### config.mk
export PLATFORM = sky130hd
export DESIGN_NAME = div16by8_seq
export DESIGN_NICKNAME = d
export VERILOG_FILES = /design/src/rtl/div_pkg.sv /design/src/rtl/div_step.sv /design/src/rtl/div16by8_seq.sv
export SDC_FILE = /design/constraint.sdc
export NUM_CORES = 1
export LEC_CHECK = 0
export CELL_PAD_IN_SITES_DETAIL_PLACEMENT = 1
export CELL_PAD_IN_SITES_GLOBAL_PLACEMENT = 1
export CORE_UTILIZATION = 35
export CTS_CLUSTER_SIZE = 10
export DETAILED_ROUTE_END_ITERATION = 8
export PLACE_DENSITY_LB_ADDON = 0.1
export SYNTH_ARGS = -nofsm -noshare
export SYNTH_HDL_FRONTEND = slang
export SYNTH_SLANG_ARGS = --single-unit
### constraint.sdc
create_clock -name clk -period 3.21 [get_ports clk]
set_clock_uncertainty 0.1 [all_clocks]
set_input_delay 0.642 -clock clk [delete_from_list [all_inputs] [get_ports clk]]
set_output_delay 0.642 -clock clk [all_outputs]
set_load 0.1 [all_outputs]
### src/rtl/div_pkg.sv
// Shared definitions for the iterative restoring divider family.
package div_pkg;

    localparam int unsigned DIV_W = 8;

    typedef enum logic [1:0] {
        IDLE = 2'd0,
        RUN  = 2'd1,
        DONE = 2'd2
    } state_e;

    // All-ones saturation quotient of width w (w <= 32).
    function automatic logic [31:0] sat_quot(input int unsigned w);
        return 32'((64'd1 << w) - 64'd1);
    endfunction

endpackage

### src/rtl/div_step.sv
// One combinational restoring-division step: shift in a dividend bit, trial-subtract.
module div_step
    import div_pkg::*;
#(
    parameter int unsigned W = DIV_W
) (
    input  logic [W-1:0] r_i,
    input  logic         bit_i,
    input  logic [W-1:0] divisor_i,
    output logic [W-1:0] r_next_o,
    output logic         qbit_o
);

    logic [W:0]   t_c;
    logic [W-1:0] diff_c;
    logic         ge_c;

    // r_i < divisor_i, so the true difference always fits in W bits.
    assign t_c      = {r_i, bit_i};
    assign ge_c     = (t_c >= {1'b0, divisor_i});
    assign diff_c   = t_c[W-1:0] - divisor_i;
    assign qbit_o   = ge_c;
    assign r_next_o = ge_c ? diff_c : t_c[W-1:0];

endmodule

### src/rtl/div16by8_seq.sv
// Iterative 2W/W unsigned restoring divider behind a valid/ready stage,
// one quotient bit per clock, with divide-by-zero and overflow saturation.
module div16by8_seq
    import div_pkg::*;
#(
    parameter int unsigned W = DIV_W
) (
    input  logic             clk,
    input  logic             rst_n,
    input  logic             in_valid,
    output logic             in_ready,
    input  logic [2*W-1:0]   dividend,
    input  logic [W-1:0]     divisor,
    output logic             out_valid,
    input  logic             out_ready,
    output logic [W-1:0]     quotient,
    output logic [W-1:0]     remainder,
    output logic             dbz,
    output logic             ovf
);

    localparam int unsigned CNT_W = (W > 1) ? $clog2(W) : 1;

    state_e             state_q, state_d;
    logic [W-1:0]       dvs_q, dvs_d;
    logic [W-1:0]       lo_q, lo_d;
    logic [W-1:0]       rem_q, rem_d;
    logic [W-1:0]       quot_q, quot_d;
    logic [CNT_W-1:0]   cnt_q, cnt_d;
    logic               out_valid_q, out_valid_d;
    logic               dbz_q, dbz_d;
    logic               ovf_q, ovf_d;

    logic [W-1:0]       step_r;
    logic               step_qbit;

    div_step #(.W(W)) u_step (
        .r_i       (rem_q),
        .bit_i     (lo_q[W-1]),
        .divisor_i (dvs_q),
        .r_next_o  (step_r),
        .qbit_o    (step_qbit)
    );

    always_ff @(posedge clk) begin
        if (!rst_n) begin
            state_q     <= IDLE;
            dvs_q       <= '0;
            lo_q        <= '0;
            rem_q       <= '0;
            quot_q      <= '0;
            cnt_q       <= '0;
            out_valid_q <= 1'b0;
            dbz_q       <= 1'b0;
            ovf_q       <= 1'b0;
        end else begin
            state_q     <= state_d;
            dvs_q       <= dvs_d;
            lo_q        <= lo_d;
            rem_q       <= rem_d;
            quot_q      <= quot_d;
            cnt_q       <= cnt_d;
            out_valid_q <= out_valid_d;
            dbz_q       <= dbz_d;
            ovf_q       <= ovf_d;
        end
    end

    always_comb begin
        state_d     = state_q;
        dvs_d       = dvs_q;
        lo_d        = lo_q;
        rem_d       = rem_q;
        quot_d      = quot_q;
        cnt_d       = cnt_q;
        out_valid_d = out_valid_q;
        dbz_d       = dbz_q;
        ovf_d       = ovf_q;

        unique case (state_q)
            IDLE: begin
                if (in_valid) begin
                    dvs_d = divisor;
                    lo_d  = dividend[W-1:0];
                    cnt_d = CNT_W'(W - 1);
                    dbz_d = 1'b0;
                    ovf_d = 1'b0;
                    // dbz is tested first so it wins over ovf.
                    if (divisor == '0) begin
                        state_d     = DONE;
                        out_valid_d = 1'b1;
                        dbz_d       = 1'b1;
                        quot_d      = W'(sat_quot(W));
                        rem_d       = dividend[W-1:0];
                    end else if (dividend[2*W-1:W] >= divisor) begin
                        state_d     = DONE;
                        out_valid_d = 1'b1;
                        ovf_d       = 1'b1;
                        quot_d      = W'(sat_quot(W));
                        rem_d       = '0;
                    end else begin
                        state_d = RUN;
                        quot_d  = '0;
                        rem_d   = dividend[2*W-1:W];
                    end
                end
            end
            RUN: begin
                rem_d  = step_r;
                quot_d = {quot_q[W-2:0], step_qbit};
                lo_d   = {lo_q[W-2:0], 1'b0};
                cnt_d  = cnt_q - CNT_W'(1);
                if (cnt_q == '0) begin
                    state_d     = DONE;
                    out_valid_d = 1'b1;
                end
            end
            DONE: begin
                if (out_ready) begin
                    state_d     = IDLE;
                    out_valid_d = 1'b0;
                end
            end
            default: state_d = IDLE;
        endcase
    end

    assign in_ready  = (state_q == IDLE);
    assign out_valid = out_valid_q;
    assign quotient  = quot_q;
    assign remainder = rem_q;
    assign dbz       = dbz_q;
    assign ovf       = ovf_q;

endmodule
# Yosys cells after proc, flatten, opt, wreduce, memory -nomap -nowiden
# Cells that the tools add are included.
# word_totals
latch_bits	0
register_bits	40
ramBits	0
n_memories	0
mem_bits_ro	0
# classes
shifts	0
reduce_logical	9
n_div	0
mul	0
bitwise	0
n_addsub	2
n_lt_le_gt_ge	2
eq_ne	6
n_mux	28
# ops
cell	count
two-way mux 8 bit	8
case mux 8 bit (2 select lines)	3
two-way mux 2 bit	5
greater-or-equal comparator 9 x 8 -> 1 bit	1
greater-or-equal comparator 8 bit	1
logical NOT 8 bit	1
two-way mux 1 bit	8
subtractor 8 bit	1
inequality test 2 bit (second input constant)	3
case mux 2 bit (3 select lines)	1
case mux 3 bit (2 select lines)	1
AND reduction 5 bit	1
AND reduction 2 bit	2
logical NOT 3 bit	1
two-way mux 3 bit	1
inequality test 3 x 1 -> 1 bit (second input constant)	1
case mux 1 bit (3 select lines)	1
AND reduction 3 bit	1
nonzero test 3 bit	1
subtractor 3 x 1 -> 3 bit (second input constant)	1
== test 2 x 1 -> 1 bit (second input constant)	1
== test 2 bit (second input constant)	1
logical NOT 2 bit	1
nonzero test 2 bit	1

# Longest topological paths before layout
# depth
ltp_word	5
ltp_mapped	9
depth_no_buf	9

# By module
# Synthesis repeated with hierarchy kept, for this count alone.
# hier_totals
cells_unflattened	302
area_unflattened_um2	2464.9
# by_module_without_submodules
mod	n_inst	cells_each	area_per_inst_um2
div16by8_seq	1	233	1944.4
div_step	1	69	520.5

# Worst setup path before layout
# No wires, ideal clock.
# synth_timing
path_kind	flip-flop to flip-flop
start	reg rem_q[1], in the netlist remainder[1]
end	reg rem_q[3], in the netlist remainder[3]
required_ns	2.991
synth_period_minus_slack_ns	2.778
stages_incl_launch_ff	8
arrival_time_ns	2.559
slack_ns	0.432
setup_ns	0.119
path_cell_list	dfxtp_1 > ha_1 > a21oi_1 > o21ai_2 > o211ai_2 > nand2_2 > or3_1 > a32o_1
# synth_via
elab_chain_len	3
# synth_lines
item	line_no	source
start, declared	div16by8_seq.sv:27	logic [W-1:0] rem_q, rem_d;
start signal, assigned	div16by8_seq.sv:60	rem_q <= rem_d;
subtractor 8 bit or greater-or-equal comparator 9 x 8 -> 1 bit (tied branches)	div_step.sv:21, div_step.sv:20	
two-way mux 8 bit *	div_step.sv:23	assign r_next_o = ge_c ? diff_c : t_c[W-1:0];
case mux 8 bit (2 select lines) *	div16by8_seq.sv:80	unique case (state_q)
# Every way passes the cells marked *; elsewhere a longest branch is shown, timed or not.
# A chain may end at the register's enable or synchronous reset.

# Worst setup path after layout
# layout_timing
start	in divisor[2]
end	reg out_valid_q, in the netlist out_valid
# layout_via
elab_chain_len	4
# layout_lines
item	line_no	source
start, declared	div16by8_seq.sv:13	input logic [W-1:0] divisor,
branches (longest 4 deep; another with greater-or-equal comparator 8 bit)	-	
end signal, assigned	div16by8_seq.sv:63	out_valid_q <= out_valid_d;
end, declared	div16by8_seq.sv:30	logic out_valid_q, out_valid_d;
# Parallel ways; which one is timed is not known. The select of a mux whose other input is x is not followed.

==> metrics.md <==
| Metric | Value |
|---|---|
| WL final | 6.81 mm |
| Worst EP required | 3.30 ns |
| Buf/Inv on CP | 2 |
| FP Rows | 29 |
| IO Count | 48 |
| Worst Hold Class | reg -> reg |
| Starting Density | 0.368 |
| Highest routed layer | met4 |
| Distinct cells, synth | 53 |
| Post-route ant nets | 0 |
| Max cap viols | 0 |
| Delay-heaviest family, CP | compound AO/OA/AOI/OAI gates |
| CP peak stage delay | 0.50 ns |
| NumNets Final | 387 |
| # port buffers | 47 |
| Tmin final | 2.73 ns |
| DRC viols | 1 |
| Critical Setup Path Class | in -> reg |
| Peak Freq | 366 MHz |
| Cts hold-fix bufs | 0 |
| Synth Instances | 295 |
| Seq/Total Area, Yosys | 0.336 |
| Gr ovfl total | 0 |
| Met2 Routed Length | 3.28 mm |
| Largest net degree at the start of global routing | 32 |
| Post-DP HPWL | 5.25 mm |
| CTS resizes | 0 |
| Mean Syn Cell Area | 8.07 sq um |
| Crit-path slowest cell | clkdlybuf4s50_1 |
| Detailed Route Iter0 Violations | 83 |
| Final Hold Viols | 0 |
| Slew HR | 0.648 |
| Vias in the first global route | 2,244 |
| Leak | 0.00130 uW |
| Met3 wire length | 235 um |
| Worst skew pair latency | 0.30 ns |
| Setup TNS Final | 0 ns |
| GP Congestion | 0.819 |
| Measured slew at the worst slew-check pin | 0.527 ns |
| Final Max Tran Viols | 0 |
| H-tree depth | 2 |
| Total number of vias | 2,245 |
| First-pass GRT wire length | 11.4 mm |
| Core area | 0.00646 sq mm |
| Total GRT Usage | 0.205 |
| Number of synthesized register bits | 40 |
| Reg-to-reg slack, setup | 0.91 ns |
| Area growth syn-to-layout | 25.7% |
| Routed vias/inst | 5.37 |
| Crit. End Element | flop |
| Core Util, Final | 0.463 |
| Wl on met1 | 3.21 mm |
| Root Driver | clkbuf_8 |
| DR WL/cell | 16.3 um |
| Critical path arrival | 2.82 ns |
| Ratio of cells with drive above 1 in the final layout | 0.132 |
| TritonCTS clock tree | done |
| Clock transition at the registers of the reported paths | 0.09 ns |
| Die boundary width | 84.5 um |
| # clock sinks | 40 |
| IR drop worst, VDD | 0.320 mV |
| Failing checks | design-rule violations |
| DRT Pass-1 Iters | 6 |
| Initial antenna violation count | 0 |
| CP Max Fanout | 4 |
| Die area | 0.00713 sq mm |
| Setup bufs post-CTS | 0 |
| Syn Nets | 342 |
| Synthesized area | 0.00238 sq mm |
| Critical-path cell list | clkdlybuf4s50_1 > inv_1 > ha_1 > a211oi_1 > o21ai_1 > a21oi_1 > nand2_1 > a222oi_1 > nor2b_1 |
| Clock Tree Buf Depth | 2 |
| Die height | 84.5 um |
| RSZ-0062 raised after global routing | no |
| Critical Path Source Type | input pin |
| Status | complete, but fails checks |
| # diodes | 0 |
| Period utilization | 0.852 |
| Final setup vio count | 0 |
| Total CTS buffers | 5 |
| Syn. warnings | 0 |
| Power density over the cells | 662 mW/mm^2 |
==> metal layers <==
layer,up-vias,global-route usage
met3,6,0.0334
met5,-,0
met2,41,0.345
met4,0,0.0555
li1,1137,-
met1,1061,0.274
==> cell usage in the layout, fill, tap and decap left out, drive strengths merged, types with 3 or more instances in the layout <==
cell / count
ha: 18
clkbuf: 5
nor3: 6
a211oi: 4
nand3b: 3
buf: 27
inv: 21
o211a: 9
nor2b: 8
nand3: 10
a31oi: 4
o22ai: 8
nand2: 56
clkdlybuf4s50: 27
a21boi: 13
a221oi: 6
or3: 3
o21ai: 13
a21oi: 12
and2: 3
nor4: 3
dfxtp: 40
nor2: 15
==> logic make-up after synthesis <==
| group | count (synthesis) | synth area share |
|---|---|---|
| buf+inv | 36 | 0.0631 |
| xor+xnor | 3 | 0.0110 |
| mux | 2 | 0.00894 |
| simple gates | 113 | 0.223 |
| fa+ha+maj | 19 | 0.103 |
| flops | 40 | 0.336 |
| compound gates | 82 | 0.254 |
==> metrics by stage <==
stage          worst slack, ns  std cells  hold WS, ns  total power (uW)  instance area, sq um
3_5_place_dp             0.142        410        0.361              1560                  2880
6_report                 0.476        418        0.368              1980                  2990
3_3_place_gp             0.217        410        0.357              1540                  2880
5_1_grt                  0.297        418        0.395              2100                  2990
2_1_floorplan            0.432        295        0.343              1340                  2380
4_1_cts                  0.468        418        0.373              2000                  2990
==> path summary, 6_finish.rpt <==
| check | start | cells past startpoint | end |
|---|---|---|---|
| worst max-delay path | divisor[2] | 9 | out_valid$_SDFFE_PN0P_ |
| worst min-delay path | dvs_q[6]$_SDFFE_PN0P_ | 2 | dvs_q[6]$_SDFFE_PN0P_ |
| worst max register to register | dvs_q[6]$_SDFFE_PN0P_ | 8 | remainder[3]$_SDFFE_PN0P_ |
| worst min register to register | dvs_q[6]$_SDFFE_PN0P_ | 2 | dvs_q[6]$_SDFFE_PN0P_ |
==> worst min-delay path, cell delays in order (launching register included) <==
cell and delay, ns:
dfxtp_1 0.32, nand2_1 0.05, a21boi_0 0.06
==> cells in the mapped netlist (all sizes together) <==
cell type	instances	area share
nand2	56	0.089
dfxtp	40	0.34
inv	20	0.032
ha	18	0.095
nor2	15	0.024
a21boi	13	0.041
o21ai	13	0.030
a21oi	12	0.025
clkbuf	11	0.017
nand3	10	0.021
o211a	9	0.038
nor2b	8	0.021
o22ai	8	0.021
a221oi	6	0.022
nor3	6	0.015
buf	5	0.014
a211oi	4	0.018
a31oi	4	0.011
and2	3	0.0089
nand3b	3	0.0095
nor4	3	0.0079
or3	3	0.0079
and3	2	0.0053
nor3b	2	0.0084
o211ai	2	0.0084
o21a	2	0.0063
o311ai	2	0.0074
xnor2	2	0.0074
a211o	1	0.0037
a21o	1	0.0032
a222oi	1	0.0042
a32o	1	0.0042
fa	1	0.0084
mux2	1	0.0047
mux2i	1	0.0042
nand2b	1	0.0026
o311a	1	0.0042
o31ai	1	0.0032
o41ai	1	0.0037
or2	1	0.0026
xor2	1	0.0037
==> where the power goes <==
group	internal (uW)	total (uW)	leakage (uW)	switching, uW
logic	301	923	0.000915	623
registers	565	622	0.000330	57.3
clock network	234	435	0.0000548	200
total	1100	1980	0.00130	880
==> cell type report <==
class	instances	area [sq um]
clock buffers	5	68.8
clock inverters	3	46.3
fillers	788	3470
inverters	20	75.1
multi-input cells	219	1430
flip-flops and latches	40	801
well taps	77	96.3
repair buffers	54	473
==> flip-flops by register name, indices dropped and copies added, names as in the netlist <==
name / count
cnt_q: 3
lo_q: 8
quotient: 8
ovf: 1
dvs_q: 8
remainder: 8
dbz: 1
state_q: 2
out_valid: 1
(Power assumes the default switching activity.)
